### src/rtl/rca_pkg.sv
// Shared limits, segment-width derivation and the stage payload type for rca_pipe_adder.
package rca_pkg;

  localparam int RCA_MIN_WIDTH  = 2;
  localparam int RCA_MAX_WIDTH  = 64;
  localparam int RCA_MIN_STAGES = 1;

  // Fields are sized for the widest legal adder; narrower builds leave the upper bits at zero.
  typedef struct packed {
    logic                     valid;
    logic                     carry;
    logic [RCA_MAX_WIDTH-1:0] psum;
    logic [RCA_MAX_WIDTH-1:0] a_rem;
    logic [RCA_MAX_WIDTH-1:0] b_rem;
  } rca_stage_t;

  function automatic int rca_seg_width(input int width, input int stages);
    return (stages > 0) ? (width / stages) : width;
  endfunction

endpackage

### src/rtl/rca_seg.sv
// Purely combinational SEG-bit ripple-carry segment.
module rca_seg #(
  parameter int SEG = 4
) (
  input  logic [SEG-1:0] a_seg,
  input  logic [SEG-1:0] b_seg,
  input  logic           c_in,
  output logic [SEG-1:0] s_seg,
  output logic           c_out
);

  logic [SEG:0] chain_s;

  // Ripple the carry bit by bit through the segment
  always_comb begin
    chain_s    = '0;
    s_seg      = '0;
    chain_s[0] = c_in;
    for (int i = 0; i < SEG; i++) begin
      s_seg[i]       = a_seg[i] ^ b_seg[i] ^ chain_s[i];
      chain_s[i + 1] = (a_seg[i] & b_seg[i]) | (chain_s[i] & (a_seg[i] ^ b_seg[i]));
    end
    c_out = chain_s[SEG];
  end

endmodule

### src/rtl/rca_pipe_adder.sv
// Pipelined ripple-carry adder: STAGES segments of WIDTH/STAGES bits behind a valid/ready handshake.
// Optional feature: define RCA_PIPE_OVF_EN to add the two's-complement overflow output ovf.
module rca_pipe_adder
  import rca_pkg::*;
#(
  parameter int WIDTH  = 8,
  parameter int STAGES = 2
) (
  input  logic             clk,
  input  logic             rst,
  input  logic             in_valid,
  output logic             in_ready,
  input  logic [WIDTH-1:0] a,
  input  logic [WIDTH-1:0] b,
  input  logic             cin,
  output logic             out_valid,
  input  logic             out_ready,
  output logic [WIDTH:0]   sum
`ifdef RCA_PIPE_OVF_EN
  ,
  output logic             ovf
`endif
);

  localparam int SEG  = rca_seg_width(WIDTH, STAGES);
  localparam int LAST = STAGES - 1;

  if (WIDTH < RCA_MIN_WIDTH || WIDTH > RCA_MAX_WIDTH || STAGES < RCA_MIN_STAGES ||
      STAGES > WIDTH || (WIDTH % STAGES) != 0) begin : g_bad_params
    $error("rca_pipe_adder: illegal WIDTH=%0d STAGES=%0d", WIDTH, STAGES);
  end

  rca_stage_t     pipe_q     [STAGES];
  rca_stage_t     pipe_d     [STAGES];
  logic [SEG-1:0] seg_a_s    [STAGES];
  logic [SEG-1:0] seg_b_s    [STAGES];
  logic [SEG-1:0] seg_sum_s  [STAGES];
  logic           seg_cin_s  [STAGES];
  logic           seg_cout_s [STAGES];
  logic           advance_s;
  logic           unused_bits;

  for (genvar k = 0; k < STAGES; k++) begin : g_seg
    rca_seg #(.SEG(SEG)) u_seg (
      .a_seg (seg_a_s[k]),
      .b_seg (seg_b_s[k]),
      .c_in  (seg_cin_s[k]),
      .s_seg (seg_sum_s[k]),
      .c_out (seg_cout_s[k])
    );
  end

  // Handshake: the whole pipe moves unless a finished result is waiting on the consumer
  always_comb begin
    advance_s = !pipe_q[LAST].valid || out_ready;
    in_ready  = advance_s && !rst;
    out_valid = pipe_q[LAST].valid;
    sum       = {pipe_q[LAST].carry, pipe_q[LAST].psum[WIDTH-1:0]};
  end

  // Segment k adds its slice from the skewed operands and the carry left by stage k-1
  always_comb begin
    seg_a_s[0]   = a[SEG-1:0];
    seg_b_s[0]   = b[SEG-1:0];
    seg_cin_s[0] = cin;
    for (int k = 1; k < STAGES; k++) begin
      seg_a_s[k]   = pipe_q[k-1].a_rem[k*SEG +: SEG];
      seg_b_s[k]   = pipe_q[k-1].b_rem[k*SEG +: SEG];
      seg_cin_s[k] = pipe_q[k-1].carry;
    end
  end

  // Next payload per stage: consumed operand bits are zeroed, finished sum bits travel on
  always_comb begin
    pipe_d[0]                    = '0;
    pipe_d[0].valid              = in_valid;
    pipe_d[0].a_rem[WIDTH-1:0]   = a;
    pipe_d[0].b_rem[WIDTH-1:0]   = b;
    pipe_d[0].carry              = seg_cout_s[0];
    pipe_d[0].psum[SEG-1:0]      = seg_sum_s[0];
    pipe_d[0].a_rem[SEG-1:0]     = '0;
    pipe_d[0].b_rem[SEG-1:0]     = '0;
    for (int k = 1; k < STAGES; k++) begin
      pipe_d[k]                      = pipe_q[k-1];
      pipe_d[k].carry                = seg_cout_s[k];
      pipe_d[k].psum[k*SEG +: SEG]   = seg_sum_s[k];
      pipe_d[k].a_rem[k*SEG +: SEG]  = '0;
      pipe_d[k].b_rem[k*SEG +: SEG]  = '0;
    end
  end

  // Stage registers: cleared by reset, shifted together on advance, frozen otherwise
  always_ff @(posedge clk) begin
    if (rst) begin
      for (int k = 0; k < STAGES; k++) begin
        pipe_q[k] <= '0;
      end
    end else if (advance_s) begin
      for (int k = 0; k < STAGES; k++) begin
        pipe_q[k] <= pipe_d[k];
      end
    end
  end

`ifdef RCA_PIPE_OVF_EN
  logic ovf_d;
  logic ovf_q;

  // Sign bits reach the last stage through the operand skew path, so overflow lines up with sum
  always_comb begin
    ovf_d = (seg_a_s[LAST][SEG-1] == seg_b_s[LAST][SEG-1]) &&
            (seg_sum_s[LAST][SEG-1] != seg_a_s[LAST][SEG-1]);
  end

  // Overflow flag register, moves with the final stage
  always_ff @(posedge clk) begin
    if (rst) begin
      ovf_q <= 1'b0;
    end else if (advance_s) begin
      ovf_q <= ovf_d;
    end
  end

  assign ovf = ovf_q;
`endif

  // Payload bits above WIDTH and already-consumed skew bits are intentionally never read
  always_comb begin
    unused_bits = 1'b0;
    for (int k = 0; k < STAGES; k++) begin
      unused_bits = unused_bits ^ (^pipe_q[k]);
    end
  end

endmodule

### config.mk
export PLATFORM = sky130hd
export DESIGN_NAME = rca_pipe_adder
export DESIGN_NICKNAME = d
export VERILOG_FILES = /design/src/rtl/rca_pkg.sv /design/src/rtl/rca_seg.sv /design/src/rtl/rca_pipe_adder.sv
export SDC_FILE = /design/constraint.sdc
export NUM_CORES = 1
export LEC_CHECK = 0
export CAP_MARGIN = 40
export CORE_MARGIN = 10
export CORE_UTILIZATION = 48
export DETAILED_ROUTE_END_ITERATION = 12
export PLACE_DENSITY = 0.79
export SYNTH_ARGS = -nofsm -noshare
export SYNTH_HDL_FRONTEND = slang
export SYNTH_SLANG_ARGS = --single-unit
### constraint.sdc
create_clock -name clk -period 3 [get_ports clk]
set_clock_uncertainty 0.1 [all_clocks]
set_input_delay 0.3 -clock clk [delete_from_list [all_inputs] [get_ports clk]]
set_output_delay 0.3 -clock clk [all_outputs]
set_load 0.05 [all_outputs]
* Word-level counts from Yosys, hierarchy flattened *
Memories as Yosys holds them, arrays and structs flattened.
Index checks and enable logic that the tools add are counted.

operators by class
  reduce and logical (&&, ||, !) cells = 4
  bitwise operators = 42
  muxes and demuxes = 7

operators by type and width
  cell                 count
  194-bit two-way mux  2
  1-bit AND            16
  1-bit bitwise XOR    16
  1-bit OR             10
  1-bit two-way mux    5
  1-bit logical NOT    2
  1-bit logical AND    1
  1-bit logical OR     1

word-level totals
  memory bits (writable) = 388
  input bits = 21
  logic and storage cells = 54
  output and inout bits = 11
  bits in registers = 0
  memories = 1

memories
  memory  words  width  read ports  clocked after memory_dff  write ports  line                  RTL
  pipe_q  2      194    2           0                         2            rca_pipe_adder.sv:33  rca_stage_t pipe_q [STAGES];

* Depth between registers and ports, before layout *
An unclocked memory read counts as a cell.

  depth after elaboration = 11
  mapped depth = 8
  gate-level depth less buffers = 8

* Hierarchy *
A second synthesis with hierarchy kept.

unflattened totals
  cells, all modules = 94
  area total of the unflattened synthesis = 1371.3 um2

modules (own cells, without submodules)
  module          cells each  seq. area each (um2)  area an instance (um2)  instances
  rca_pipe_adder  66          720.7                 1136.1                  1
  rca_seg         14          0.0                   117.6                   2

* Worst setup path after synthesis *
Ideal clock, no wire load.

  path kind = reg-to-reg
  from = memory pipe_q[0][192] (netlist bit)
  to = memory pipe_q[0][329] (netlist bit) (data pin)
  data required time = 2743 ps
  clock period less this slack = 2266 ps
  setup time = 157 ps
  buffers on the path = 0
  arrival time = 2009 ps
  stages on the path, launching flop included = 9
  path slack = 734 ps
  cells stage by stage = edfxtp_1 fa_1 inv_1 fa_1 inv_1 fa_1 inv_1 fa_1 nor3_1

RTL lines
  element             line
  start: declaration  rca_pipe_adder.sv:33

==> results.sh <==
export IMPL_status="complete, no violations"
export IMPL_core_area_mm2=0.00248
export IMPL_multi_input_area_um2=414
export IMPL_first_pass_iters=4
export IMPL_totalWireLength_um=2090
export IMPL_final_setup_viol_count=0
export IMPL_postCtsSetupRepairBufs=0
export IMPL_numCtsBuffers=3
export IMPL_timing_fmax_mhz=403
export IMPL_path_max_fanout=1
export IMPL_wl_per_cell_um=14.9
export IMPL_drive_above_1_share_pct=19.8
export IMPL_p_per_area_mw_per_mm2=468
export IMPL_viasPerCell=4.92
export IMPL_n_antenna_cell=0
export IMPL_yosys_cell_types_count=11
export IMPL_crit_path_start_kind="flop"
export IMPL_nets=142
export IMPL_p_leak_nw=0.620
export IMPL_register_area_um2=721
export IMPL_grt_start_max_net_pins=26
export IMPL_grt_overflow=0
export IMPL_reg_top3="pipe_q (24)"
export IMPL_peakVddDrop_mv=0.301
export IMPL_layout_common_cells="clkdlybuf4s50_1, edfxtp_1, inv_1"
export IMPL_synth_seq_cells=24
export IMPL_grt_total_usage_pct=8.44
export IMPL_period_needed_ns=2.48
export IMPL_power_mw=0.741
export IMPL_die_area_mm2=0.00501
export IMPL_drt_initial_drc_count=28
export IMPL_holdCritPathClass="reg -> reg"
export IMPL_cts_hold_buffers=0
export IMPL_cts_tree="built"
export IMPL_yosysWarnings=0
export IMPL_synth_top_cell_by_area="edfxtp_1"
export IMPL_fillers=198
export IMPL_grt_pass1_vias=718
export IMPL_syn_avg_cell_area_um2=15.6
export IMPL_gp_congestion=0.702
export IMPL_die_y_um=70.8
export IMPL_cp_end_kind="flop"
export IMPL_grt_pass1_wl_um=3390
export IMPL_chipWidth_um=70.8
export IMPL_antenna_found_initial=0
export IMPL_largest_reg_flops=24
export IMPL_final_common_cell="clkdlybuf4s50_1"
export IMPL_grt_setup_unrepaired="false"
export IMPL_routed_via_count=694
export IMPL_post_route_period_util_pct=82.7
export IMPL_drtAntennaViolNets=0
export IMPL_syn_area_mm2=0.00124
export IMPL_maxSlewViolCount=0
export IMPL_clock_root_buffer="clkbuf_4"
export IMPL_post_cts_resized=0
export IMPL_setup_tns_ns=0
export IMPL_cts_buffer_depth=2
export IMPL_ioPinCount=32
export IMPL_areaGrowthSynthToFinish_pct=28.2
export IMPL_worst_ep_required_time_ns=3.03
export IMPL_crit_type="reg -> reg"
export IMPL_dp_hpwl_um=1630
export IMPL_worstPathArrival_ns=2.51
export IMPL_io_buffers=31
export IMPL_drc=0
export IMPL_hold_violations=0
export IMPL_clkTransAtPathRegs_ns=0.12
export IMPL_start_util_pct=49.9
export IMPL_syn_nets=108
export IMPL_synthDominantCellAreaShare_pct=58.3
export IMPL_num_rows=18
export IMPL_ys_seq_area_share_pct=58.3
export IMPL_cts_htree_levels=1
export IMPL_tightestPinTransition_ns=0.508
export IMPL_synthesis_instances=79
export IMPL_clock_sinks=24
export IMPL_yosys_top_cells_area="edfxtp_1, nor3b_2, fa_1, inv_1, nor3b_1"
export IMPL_top_register="pipe_q"
export IMPL_slew_headroom_pct=66.1
export IMPL_maxCapViolCount=0
export IMPL_clkLatencyLatePin_ns=0.30
## final timing paths
| path | from | to | slack (ns) | depth (start not counted) |
|---|---|---|---|---|
| worst max-delay path | pipe_q[0][192] | pipe_q[0][329] | 0.52 | 8 |
| worst min-delay path | pipe_q[0][130] | pipe_q[0][324] | 0.48 | 1 |
| worst max register to register | pipe_q[0][192] | pipe_q[0][329] | 0.52 | 8 |
| worst min register to register | pipe_q[0][130] | pipe_q[0][324] | 0.48 | 1 |
## critical path, cell delays in order, from the launching register on
cell and delay (ns):
edfxtp_1 0.43, fa_1 0.42, inv_1 0.08, fa_1 0.16, inv_1 0.05, fa_1 0.35, inv_1 0.08, fa_1 0.40
nor3_1 0.24
## routing by layer
metal	part of all wire, %	GRT usage (%)
met2	51	14.4
met4	0.48	4.52
met3	5.9	2.79
met5	0	0
met1	42	8.98
## where the power goes
part	internal [mW]	switching, mW
Sequential	0.407	0.0100
Clock	0.0468	0.0884
Combinational	0.0842	0.105
## logic make-up (layout without fill, tap and decap cells)
| group | Yosys count | count (layout) | share of synthesized area [%] |
|---|---|---|---|
| adders and majority gates | 8 | 8 | 13.0 |
| DFF | 24 | 24 | 58.3 |
| and+or+nand+nor | 27 | 27 | 20.5 |
| buffers and inverters | 20 | 52 | 8.20 |
## cell type report
cell class,count,area share (%)
Sequential cell,24,45.5
Multi-Input combinational cell,35,26.1
Timing Repair Buffer,35,21.3
Inverter,14,3.31
Tap cell,30,2.37
Clock buffer,3,1.42
## through the flow
step / utilization (%) / setup WS, ns / instance area [um^2] / hold slack [ns] / instances
finish: 64.0 / 0.519 / 1590 / 0.484 / 141
global route: 64.0 / 0.395 / 1590 / 0.510 / 141
CTS: 64.0 / 0.494 / 1590 / 0.487 / 141
detailed placement: 63.1 / 0.308 / 1560 / 0.459 / 138
global placement: 63.1 / 0.348 / 1560 / 0.446 / 138
floorplan: - / 0.734 / 1240 / 0.437 / 79
## cells in the mapped netlist, drive strengths merged
cell type and instances:
inv 14, fa 8, nor2 1, nor3 6
nor3b 18, buf 6, nor2b 1, nand2b 1
edfxtp 24
Power figures use the tool's default switching activity.
==> edit, RTL diff (same settings) <==
Add a define of `RCA_PIPE_OVF_EN`.
--- a/src/rtl/rca_pipe_adder.sv
+++ b/src/rtl/rca_pipe_adder.sv
@@ -1,5 +1,7 @@
 // Pipelined ripple-carry adder: STAGES segments of WIDTH/STAGES bits behind a valid/ready handshake.
 // Optional feature: define RCA_PIPE_OVF_EN to add the two's-complement overflow output ovf.
+`define RCA_PIPE_OVF_EN
+
 module rca_pipe_adder
   import rca_pkg::*;
 #(
Function (old outputs only; new: ovf): no difference found for any inputs over 10 cycles, from zero or initial values and one cycle with rst high; that may be too few to reach the edited logic, so the function may still have changed.
==> edit against the unedited design <==
  * Sequential cell count up 1
  * Power increased by 7.3%
  * Critical path depth grew 1
  * Routed wire length increased by 8.7%
  * Worst setup slack got worse by 0.086 ns
  * Synthesized cell count is 6.3% higher
  * Cell area is 5.7% higher
  * Area after synthesis grew 5.6%
  * Non-clock buffer count is 2 higher
  * Core utilization up 1.8 points
  * Final cell count rose by 5.7%
  * Highest routed layer is now met3
==> edit: results <==
set metrics [dict create \
    irDropWorstVdd_uv 295 \
    drive_gt1_frac 0.202 \
    yosysSeqAreaShare 0.568 \
    grt_max_degree 20 \
    dp_hpwl_um 1750 \
    critical_path_arrival_ns 2.69 \
    grt_first_pass_wirelength_um 3780 \
    largest_reg_flops 24 \
    worstMarginPinSlew_ns 0.569 \
    synth_edf_count 24 \
    synth_ff_type "edfxtp_1" \
    grt.total_usage 0.0897 \
    ys_types 16 \
    clk_path_buf_depth 2 \
    antenna_found_initial 0 \
    hold_path_class "register to register" \
    ctsResizeCount 0 \
    gp_routability_congestion 0.756 \
    avgSynthCellArea_um2 15.5 \
    clock_latency_ns 0.31 \
    via_count 729 \
    status "complete, no violations" \
    synth_fp_nets 114 \
    postCtsSetupRepairBufs 0 \
    cp_max_fo 2 \
    total_leakage_power_nw 0.662 \
    r2r_slack_ns 0.43 \
    drt_wl_total_um 2280 \
    diodes 0 \
    htree_levels 1 \
    synth_warnings 0 \
    cts_made_buffers 3 \
    grt_pass1_vias 794 \
    async_reset_ff_frac 0 \
    root_buffer "clkbuf_4" \
    synthTopCellsByCount "edfxtp_1, inv_1, nor3b_2" \
    fin_cells 149 \
    nFillCells 206 \
    synth_area_leaders "edfxtp_1, nor3b_2, fa_1" \
    drt_iter0_markers 47 \
    clk_pin_slew_worst_paths_ns 0.13 \
    portBuffers 32 \
    firstDrtPassIters 4 \
    top_register "pipe_q" \
]
[edit: cell count changes in the layout (fill, tap and decap cells not counted), sizes merged]
| cell | change |
|---|---|
| nand4bb | +1 |
| xor2 | +1 |
| o41ai | +1 |
| ha | +1 |
| dfxtp | +1 |
| buf | +1 |
| clkbuf | +1 |
| clkdlybuf4s50 | +1 |
[edit: layout make-up]
class                           instances  area [um2]  share of cell area
Multi-Input combinational cell         39         463               0.276
Sequential cell                        25         741               0.442
Timing Repair Buffer                   37         355               0.212
Inverter                               14        52.6              0.0314
Clock buffer                            4        26.3              0.0157
Tap cell                               30        37.5              0.0224
[edit: worst paths after layout]
path                                 from               end  cells after the start
max          pipe_q[0][192]$_SDFFCE_PN0P_  ovf$_SDFFE_PP0P_                      9
min reg2reg              ovf$_SDFFE_PP0P_  ovf$_SDFFE_PP0P_                      2
max reg2reg  pipe_q[0][192]$_SDFFCE_PN0P_  ovf$_SDFFE_PP0P_                      9
min                      ovf$_SDFFE_PP0P_  ovf$_SDFFE_PP0P_                      2
[edit: stage by stage]
| stage | hold WS, ns | cell area [um2] | worst slack [ns] | util | total power [mW] |
|---|---|---|---|---|---|
| floorplan | 0.417 | 1310 | 0.579 | - | 0.580 |
| global placement | 0.423 | 1650 | 0.328 | 0.648 | 0.653 |
| detailed placement | 0.430 | 1650 | 0.285 | 0.648 | 0.657 |
| CTS | 0.452 | 1680 | 0.427 | 0.658 | 0.805 |
| global route | 0.487 | 1680 | 0.295 | 0.658 | 0.840 |
| finish | 0.449 | 1680 | 0.433 | 0.658 | 0.795 |
[edit: cells by family (layout without fill, tap and decap cells)]
logic type,Yosys count,in the layout,share of synthesized area
adders and majority gates,9,9,0.132
AOI/OAI and AO/OA,1,1,0.0125
and+or+nand+nor,28,28,0.203
buffers and inverters,20,55,0.0777
DFF,25,25,0.568
xor gates and xnor gates,1,1,0.00671
[edit: per-layer routing]
metal | routed length [um] | vias up | GRT usage
met3 | 180 | 0 | 0.0354
met2 | 1170 | 21 | 0.143
met5 | 0 | - | 0
met1 | 928 | 351 | 0.109
met4 | 0 | 0 | 0.0258
li1 | - | 357 | -
[edit: report_power, final]
part / leakage (nW) / internal, mW / total, mW / switching, mW
clock: 0.0150 / 0.0519 / 0.149 / 0.0967
sequential: 0.287 / 0.422 / 0.435 / 0.0123
combinational: 0.359 / 0.0937 / 0.212 / 0.119
[edit: critical path, stage by stage, from the launching register on]
cell	delay (ns)
edfxtp_1	0.43
fa_1	0.42
inv_1	0.08
fa_1	0.15
inv_1	0.05
fa_1	0.35
inv_1	0.08
fa_1	0.44
xor2_1	0.19
o41ai_2	0.20
